**src/rtl/drm_pkg.sv**
```systemverilog
// drm_pkg -- shared types and sizes for the DRM code loader.
//   CODE_W      width of the committed activation code
//   WORD_W      width of one host code word
//   WORDS       host words per code
//   WORD_IDX_W  width of the word index inside a code
//   drm_state_e loader FSM states
package drm_pkg;

    localparam int CODE_W     = 128;
    localparam int WORD_W     = 32;
    localparam int WORDS      = 4;
    localparam int WORD_IDX_W = $clog2(WORDS);

    typedef enum logic [1:0] {
        ST_LOAD     = 2'd0,
        ST_CHECK    = 2'd1,
        ST_UNLOCKED = 2'd2,
        ST_LOCKOUT  = 2'd3
    } drm_state_e;

endpackage

```
**src/rtl/drm_lockout_timer.sv**
```systemverilog
// drm_lockout_timer -- one-shot lockout interval timer.
// A start pulse loads a down-counter with CYCLES-1; done pulses for one
// cycle when the count reaches zero, i.e. CYCLES cycles after start.
// Ports:
//   clk_in    clock, rising edge
//   rst_n_in  asynchronous active-low reset
//   start     pulse, (re)starts the interval
//   done      one-cycle pulse on the last cycle of the interval
module drm_lockout_timer #(
    parameter int unsigned CYCLES = 1024
) (
    input  logic clk_in,
    input  logic rst_n_in,
    input  logic start,
    output logic done
);

    localparam int unsigned CNT_W = (CYCLES > 1) ? $clog2(CYCLES) : 1;

    logic [CNT_W-1:0] cnt;
    logic             running;

    always_ff @(posedge clk_in or negedge rst_n_in) begin
        if (!rst_n_in) begin
            cnt     <= '0;
            running <= 1'b0;
        end else if (start) begin
            cnt     <= CNT_W'(CYCLES - 1);
            running <= 1'b1;
        end else if (running) begin
            if (cnt == '0) begin
                running <= 1'b0;
            end else begin
                cnt <= cnt - CNT_W'(1);
            end
        end
    end

    assign done = running && (cnt == '0);

endmodule

```
**src/rtl/drm_code_loader.sv**
```systemverilog
// drm_code_loader -- loads a 128-bit activation code as four 32-bit host
// words, commits it atomically to the activation checker and tracks the
// checker's verdict.
// Optional feature macro: DRM_LOADER_LOCKOUT_EN -- when defined, reaching
// MAX_TRIES failed checks locks the loader out for LOCKOUT_CYCLES cycles.
// Ports:
//   clk_in           clock, rising edge
//   rst_n_in         asynchronous active-low reset
//   wr_valid/wr_data host code word, first word is the MSB word
//   wr_ready         loader accepts a word this cycle
//   clear            discard the partially loaded code (LOAD only)
//   activation_code  committed code, never partial
//   enable_in        checker match result
//   RDY_enable_in    checker result valid
//   unlocked         sticky, code accepted
//   locked_out       lockout in progress
//   fail_cnt         failed checks since last lockout or reset
//
// state    | meaning
// LOAD     | collecting host words into the staging register
// CHECK    | code committed, waiting for the checker verdict
// UNLOCKED | code accepted, everything frozen until reset
// LOCKOUT  | too many failures, waiting out the lockout timer
module drm_code_loader
    import drm_pkg::*;
#(
    parameter int unsigned MAX_TRIES      = 3,
    parameter int unsigned LOCKOUT_CYCLES = 1024
) (
    input  logic              clk_in,
    input  logic              rst_n_in,
    input  logic              wr_valid,
    input  logic [WORD_W-1:0] wr_data,
    output logic              wr_ready,
    input  logic              clear,
    output logic [CODE_W-1:0] activation_code,
    input  logic              enable_in,
    input  logic              RDY_enable_in,
    output logic              unlocked,
    output logic              locked_out,
    output logic [3:0]        fail_cnt
);

    if (MAX_TRIES < 1 || MAX_TRIES > 15 || LOCKOUT_CYCLES < 1 || LOCKOUT_CYCLES > (1 << 20)) begin : g_bad_params
        $error("drm_code_loader: MAX_TRIES or LOCKOUT_CYCLES out of range");
    end

    drm_state_e            state;
    logic [CODE_W-1:0]     staging;
    logic [WORD_IDX_W-1:0] word_idx;
    logic [3:0]            fail_inc;
    logic                  chk_fail;
    logic                  lock_start;

    assign wr_ready = (state == ST_LOAD);
    assign chk_fail = (state == ST_CHECK) && RDY_enable_in && !enable_in;
    assign fail_inc = (fail_cnt == 4'hF) ? fail_cnt : fail_cnt + 4'd1;

`ifdef DRM_LOADER_LOCKOUT_EN
    logic lock_done;

    assign lock_start = chk_fail && (fail_inc == 4'(MAX_TRIES));
    assign locked_out = (state == ST_LOCKOUT);

    drm_lockout_timer #(
        .CYCLES (LOCKOUT_CYCLES)
    ) u_lockout_timer (
        .clk_in   (clk_in),
        .rst_n_in (rst_n_in),
        .start    (lock_start),
        .done     (lock_done)
    );
`else
    assign lock_start = 1'b0;
    assign locked_out = 1'b0;
`endif

    always_ff @(posedge clk_in or negedge rst_n_in) begin
        if (!rst_n_in) begin
            state           <= ST_LOAD;
            staging         <= '0;
            word_idx        <= '0;
            activation_code <= '0;
            fail_cnt        <= '0;
            unlocked        <= 1'b0;
        end else begin
            case (state)
                ST_LOAD: begin
                    // clear has priority: a word presented with clear is dropped
                    if (clear) begin
                        staging  <= '0;
                        word_idx <= '0;
                    end else if (wr_valid) begin
                        // shift in MSB-first: after four words the first sits in [127:96]
                        staging <= {staging[CODE_W-WORD_W-1:0], wr_data};
                        if (word_idx == WORD_IDX_W'(WORDS - 1)) begin
                            activation_code <= {staging[CODE_W-WORD_W-1:0], wr_data};
                            word_idx        <= '0;
                            state           <= ST_CHECK;
                        end else begin
                            word_idx <= word_idx + WORD_IDX_W'(1);
                        end
                    end
                end
                ST_CHECK: begin
                    if (RDY_enable_in) begin
                        if (enable_in) begin
                            unlocked <= 1'b1;
                            state    <= ST_UNLOCKED;
                        end else begin
                            fail_cnt        <= fail_inc;
                            activation_code <= '0;
                            staging         <= '0;
                            word_idx        <= '0;
                            state           <= lock_start ? ST_LOCKOUT : ST_LOAD;
                        end
                    end
                end
                ST_UNLOCKED: begin
                    state <= ST_UNLOCKED;
                end
`ifdef DRM_LOADER_LOCKOUT_EN
                ST_LOCKOUT: begin
                    if (lock_done) begin
                        fail_cnt <= '0;
                        state    <= ST_LOAD;
                    end
                end
`endif
                default: begin
                    state <= ST_LOAD;
                end
            endcase
        end
    end

endmodule

```
**config.mk**
```make
export PLATFORM = sky130hd
export DESIGN_NAME = drm_code_loader
export DESIGN_NICKNAME = d
export VERILOG_FILES = /design/src/rtl/drm_pkg.sv /design/src/rtl/drm_lockout_timer.sv /design/src/rtl/drm_code_loader.sv
export SDC_FILE = /design/constraint.sdc
export NUM_CORES = 1
export LEC_CHECK = 0
export CAP_MARGIN = 20
export CELL_PAD_IN_SITES_DETAIL_PLACEMENT = 0
export CELL_PAD_IN_SITES_GLOBAL_PLACEMENT = 1
export CORE_ASPECT_RATIO = 1.2
export CORE_UTILIZATION = 41
export DETAILED_ROUTE_END_ITERATION = 8
export PLACE_DENSITY = 0.76
export REMOVE_ABC_BUFFERS = 1
export SLEW_MARGIN = 20
export SYNTH_ARGS = -nofsm -noshare
export SYNTH_HDL_FRONTEND = slang
export SYNTH_SLANG_ARGS = --single-unit
```
**constraint.sdc**
```tcl
create_clock -name clk_in -period 1.9 [get_ports clk_in]
set_clock_uncertainty 0.1 [all_clocks]
set_input_delay 0.19 -clock clk_in [delete_from_list [all_inputs] [get_ports clk_in]]
set_output_delay 0.19 -clock clk_in [all_outputs]
set_load 0.01 [all_outputs]
```
Word level (Yosys, flattened, before mapping)
Cells that the tools add are included.

Add/subtract/negate cells: 2. Equal/unequal tests: 10. Mux-type cells: 21. Bitwise logic cells: 2. Reduce and logical (&&, ||, !) cells: 7.

Operators by type and width (count): $mux 128 (5); $pmux 128 s2 (1); $mux 96 (2); $pmux 96 s2 (1); $mux 2 (10); $reduce_and 4->1 (3); $ne 2x2->1 const B (4); $pmux 2 s3 (1); $reduce_and 6->1 (1); $add 4x1->4 const B (1); $eq 2x2->1 const B (2); $eq 4x4->1 const B (1); $pmux 2 s2 (1); $ne 3x2->1 const B (1); $reduce_and 3->1 (1); $add 2x1->2 const B (1); $eq 2x1->1 const B (1); $logic_not 2->1 (1); $ne 2x1->1 const B (1); $not 1->1 (2); $reduce_bool 2->1 (1).

Register bits: 233. Input port bits: 38. Output and inout port bits: 135. Logic and storage cells: 48.

Longest topological paths before layout
Depth after elaboration: 5. Mapped depth: 7. Gate-level depth less buffers: 4.

Worst setup path after synthesis
Ideal clock, no wire load.

Path kind: register to register. From: reg state[0]. To: reg staging[75]. Setup time: 0.121 ns. Data arrival time: 1.345 ns. Required time: 1.679 ns. Slack: 0.334 ns. Cell stages (with the launch flop): 8. Path buffers: 4. Clock period less this slack: 1.566 ns. Path through: dfrtp_1 -> buf_4 -> nor3_1 -> a211o_1 -> buf_2 -> buf_6 -> buf_2 -> a22o_1.

Cells in the longest elaborated chain, start to end: 3. Elaborated cells on any way between the ends: 8. Classes of those cells: 4 x eq/ne; 1 x mux; 3 x reduce/logical.

RTL lines: from (decl) (line drm_code_loader.sv:48) `drm_state_e state;`; from (signal assigned) (line drm_code_loader.sv:115) `state <= lock_start ? ST_LOCKOUT : ST_LOAD;`; $eq 2x1->1 / $logic_not 2->1 (equally long branches) (line drm_code_loader.sv:87) `case (state)`; $ne 2x2->1 (no line) (tied with other cells); $reduce_and 4->1 (no line); to (signal assigned) (line drm_code_loader.sv:95) `staging <= {staging[CODE_W-WORD_W-1:0], wr_data};`; to (decl) (line drm_code_loader.sv:49) `logic [CODE_W-1:0] staging;`.

Parallel ways exist; a longest one is shown, timed or not. A chain may end at the register's enable or synchronous reset.

Worst setup path in the final report
From: reg activation_code[75]. To: out activation_code[75].

RTL lines: from (decl) (line drm_code_loader.sv:36) `output logic [CODE_W-1:0] activation_code,`; from (signal assigned) (line drm_code_loader.sv:97) `activation_code <= {staging[CODE_W-WORD_W-1:0], wr_data};`.

No word-level cell between the ends.

==> impl_metrics.prom <==
# TYPE chip_impl_metric gauge
chip_impl_info{name="netlist_top_cells_area",value="sky130_fd_sc_hd__dfrtp_1 (58%), sky130_fd_sc_hd__nand3_1 (13%), sky130_fd_sc_hd__o211ai_1 (9.5%), sky130_fd_sc_hd__a22o_1 (8.4%), sky130_fd_sc_hd__inv_1 (4.8%)"} 1
chip_impl_metric{name="die_h",unit="um"} 174
chip_impl_metric{name="gr_overflow_total",unit=""} 0
chip_impl_metric{name="crit_arrival",unit="ps"} 1530
chip_impl_metric{name="hold-worst-slack",unit="ps"} 97.6
chip_impl_metric{name="cts_sinks",unit=""} 233
chip_impl_info{name="critPathSlowestCell",value="sky130_fd_sc_hd__clkdlybuf4s50_1"} 1
chip_impl_metric{name="cts-buffers-inserted",unit=""} 24
chip_impl_metric{name="initial_util",unit=""} 0.419
chip_impl_info{name="top_ff_cell_synth",value="sky130_fd_sc_hd__dfrtp_1"} 1
chip_impl_metric{name="count_of_buffering_cells_on_the_critical_path_with_inverters_included",unit=""} 1
chip_impl_metric{name="die_area",unit="um^2"} 25200
chip_impl_metric{name="synth_compound_area_frac",unit=""} 0.183
chip_impl_metric{name="cellPowerDensity",unit="nW/um^2"} 755
chip_impl_metric{name="htree_levels",unit=""} 1
chip_impl_metric{name="synth.mux.area_fraction",unit=""} 0.00447
chip_impl_metric{name="hpwlAfterDp",unit="um"} 15600
chip_impl_metric{name="yosys.area_share.xor_xnor",unit=""} 0.000870
chip_impl_metric{name="std_cell_rows",unit=""} 62
chip_impl_metric{name="synthAdderAreaFrac",unit=""} 0.00249
chip_impl_info{name="worst_path_dominant_cell_family",value="buffers and inverters"} 1
chip_impl_metric{name="period_needed",unit="ps"} 1820
chip_impl_metric{name="synth_cell_type_count",unit=""} 28
chip_impl_info{name="grt_setup_unrepaired",value="false"} 1
chip_impl_metric{name="worst_path_largest_cell_delay",unit="ps"} 580
chip_impl_info{name="yosys.area.top_type",value="sky130_fd_sc_hd__dfrtp_1"} 1
chip_impl_metric{name="via_per_inst",unit=""} 5.47
chip_impl_metric{name="critical_path_peak_fanout",unit=""} 3
chip_impl_metric{name="drt_iter0_markers",unit=""} 482
chip_impl_metric{name="post_layout_nonfiller_instances",unit=""} 1449
chip_impl_metric{name="die_width",unit="um"} 145
chip_impl_metric{name="synth.yosys.seq_area_share",unit=""} 0.579
chip_impl_metric{name="first_global_vias",unit=""} 7924
chip_impl_info{name="worstPathCellList",value="clkdlybuf4s50_1"} 1
chip_impl_info{name="cts_tree",value="yes"} 1
chip_impl_metric{name="synthesis.area_per_instance",unit="um^2"} 10.4
chip_impl_metric{name="cts-root-to-sink-buffers",unit=""} 3
chip_impl_metric{name="critPathRequiredTime",unit="ps"} 1610
chip_impl_metric{name="num_vias",unit=""} 7933
chip_impl_metric{name="sum_of_negative_setup_slack",unit="ps"} 0
chip_impl_metric{name="postRouteAntennaNets",unit=""} 0
chip_impl_info{name="path_class",value="flip-flop to primary output"} 1
chip_impl_metric{name="ioPinCount",unit=""} 173
chip_impl_metric{name="routed_wirelength",unit="um"} 25800
chip_impl_metric{name="post-place-cells",unit=""} 1405
chip_impl_metric{name="finalHoldViolCount",unit=""} 0
chip_impl_metric{name="leakagePower",unit="nW"} 5.41
chip_impl_metric{name="number_of_antenna_violations_at_the_first_check_in_global_routing",unit=""} 1
chip_impl_metric{name="drc_errors",unit=""} 0
chip_impl_metric{name="finalSetupViolations",unit=""} 0
chip_impl_metric{name="clk-insertion-delay-late",unit="ps"} 510
chip_impl_metric{name="grt_first_pass_wirelength",unit="um"} 42900
chip_impl_info{name="outcome",value="finished, final reports clean"} 1
chip_impl_info{name="synth_top_family_by_area",value="compound AO/OA/AOI/OAI gates"} 1
chip_impl_info{name="netlist_top_cells_count",value="sky130_fd_sc_hd__nand3_1 (257), sky130_fd_sc_hd__dfrtp_1 (233), sky130_fd_sc_hd__inv_1 (129)"} 1
chip_impl_info{name="kind_of_start_point_of_the_critical_path",value="flip-flop"} 1
chip_impl_metric{name="area_growth",unit="%"} 30.9
chip_impl_metric{name="netlist_instances",unit=""} 965
chip_impl_metric{name="routed_wire_length_per_instance",unit="um"} 17.8
chip_impl_metric{name="ys_ff_latch",unit=""} 233
chip_impl_metric{name="core-area",unit="um^2"} 24000
chip_impl_metric{name="synthSimpleGateAreaFrac",unit=""} 0.138
chip_impl_info{name="post-synth-top-count-cell",value="sky130_fd_sc_hd__nand3_1"} 1
chip_impl_metric{name="share_of_flip_flops_with_an_asynchronous_set_or_reset",unit=""} 1.00
chip_impl_metric{name="drtPass1Iterations",unit=""} 4
chip_impl_info{name="hold_path.class",value="input pin to async pin"} 1
chip_impl_metric{name="clock_transition_at_the_registers_of_the_reported_paths",unit="ps"} 60
chip_impl_info{name="setup.worst_path.end_class",value="primary output"} 1
chip_impl_metric{name="synth_enable_flop_cells",unit=""} 0
chip_impl_metric{name="numPortBuffers",unit=""} 171
chip_impl_metric{name="fmax",unit="GHz"} 0.549
chip_impl_metric{name="syn-cell-area",unit="um^2"} 10100
chip_impl_info{name="clockRootBuffer",value="sky130_fd_sc_hd__clkbuf_16"} 1
chip_impl_metric{name="layout_worst_path_cycle_share",unit=""} 0.958
chip_impl_metric{name="place_congestion",unit=""} 0.734
chip_impl_metric{name="max-cap-violations",unit=""} 0
chip_impl_metric{name="synth-warning-count",unit=""} 0
chip_impl_metric{name="layout-drive-gt1-share",unit=""} 0.0798
chip_impl_metric{name="grt_start_max_net_pins",unit=""} 110
chip_impl_metric{name="slew_viol_final",unit=""} 0
chip_impl_metric{name="gr-usage-all-layers",unit=""} 0.207
chip_impl_metric{name="totalPowerFinal",unit="W"} 0.00996
chip_impl_metric{name="portion_of_synthesized_cell_area_occupied_by_the_leading_cell_type",unit=""} 0.579
chip_impl_metric{name="ir_worst_vdd",unit="mV"} 0.649
chip_impl_metric{name="finalNetCount",unit=""} 1153
==> logic make-up (layout without fill, tap and decap cells) <==
logic type / after synthesis / in the layout
AND/OR/NAND/NOR: 271 / 271
flip-flops: 233 / 233
AO/OA/AOI/OAI: 230 / 230
buffers and inverters: 223 / 386
multiplexers: 4 / 4
adder cells (fa/ha/maj): 2 / 2
other: 1 / 2
XOR/XNOR: 1 / 1
==> path summary, 6_finish.rpt <==
path / from / end / slack (ps) / cells after the start
setup / recovery: activation_code[75] / activation_code[75] / 80 / 1
hold / removal: rst_n_in / activation_code[49] / 100 / 2
setup reg to reg: state[1] / activation_code[48] / 170 / 5
hold reg to reg: unlocked / unlocked / 370 / 1
max in group asynchronous: rst_n_in / staging[73] / 860 / 3
min in group clk_in: wr_data[9] / activation_code[9] / 210 / 3
==> per-layer routing <==
metal	part of all wire	vias to the layer above	track usage	wire length [um]
li1	-	3758	-	-
met2	0.47	159	0.344	12100
met5	0	-	0	0
met1	0.47	3985	0.291	12200
met3	0.044	31	0.0266	1140
met4	0.014	0	0.0439	364
==> power breakdown <==
| part | internal [W] | total [W] | switching (W) |
|---|---|---|---|
| clock | 0.00280 | 0.00469 | 0.00189 |
| sequential | 0.00499 | 0.00501 | 0.0000236 |
| combinational | 0.000113 | 0.000253 | 0.000140 |
| total | 0.00790 | 0.00996 | 0.00205 |
==> cell type report <==
class / instances / area [um^2]
fillers: 2135 / 10900
flip-flops and latches: 233 / 5830
multi-input cells: 509 / 3350
repair buffers: 216 / 2330
clock buffers: 38 / 744
inverters: 129 / 484
well taps: 320 / 400
clock inverters: 3 / 40.0
diodes: 1 / 2.50
==> what timing repair did <==
| action | 4_1_cts | 5_1_grt |
|---|---|---|
| gates resized for setup | 1 | 0 |
| hold buffers | 1 | 0 |
| setup endpoints to repair | 1 | 0 |
| endpoints found under the hold margin | 233 | 0 |
| setup buffers | 1 | 0 |
==> flip-flops by register name, summed over array words and instances (netlist names) <==
register and flops:
activation_code 128, unlocked 1, word_idx 2, fail_cnt 4, staging 96, state 2
==> per-stage QoR <==
| stage | setup WS [ps] | area (um^2) | util |
|---|---|---|---|
| finish | 78.9 | 13200 | 0.548 |
| global route | 43.2 | 13200 | 0.548 |
| CTS | 80.3 | 13200 | 0.548 |
| detailed placement | 18.6 | 12400 | 0.515 |
| global placement | 42.7 | 12400 | 0.515 |
| floorplan | -7260 | 9630 | - |
==> layout by cell type, fill, tap and decap left out, types with 2 or more instances in the layout <==
cell type	Yosys	layout
sky130_fd_sc_hd__clkinv_2	0	2
sky130_fd_sc_hd__clkbuf_8	0	7
sky130_fd_sc_hd__nand4_1	2	2
sky130_fd_sc_hd__a22o_1	97	97
sky130_fd_sc_hd__o211ai_1	128	128
sky130_fd_sc_hd__clkdlybuf4s50_1	0	169
sky130_fd_sc_hd__buf_12	0	22
sky130_fd_sc_hd__nand2b_1	3	3
sky130_fd_sc_hd__nand3_1	257	257
sky130_fd_sc_hd__mux2_2	4	4
sky130_fd_sc_hd__clkbuf_1	35	6
sky130_fd_sc_hd__ha_1	2	2
sky130_fd_sc_hd__inv_1	129	129
sky130_fd_sc_hd__clkbuf_16	0	25
sky130_fd_sc_hd__dfrtp_1	233	233
sky130_fd_sc_hd__buf_4	4	22
(Power assumes the default switching activity.)
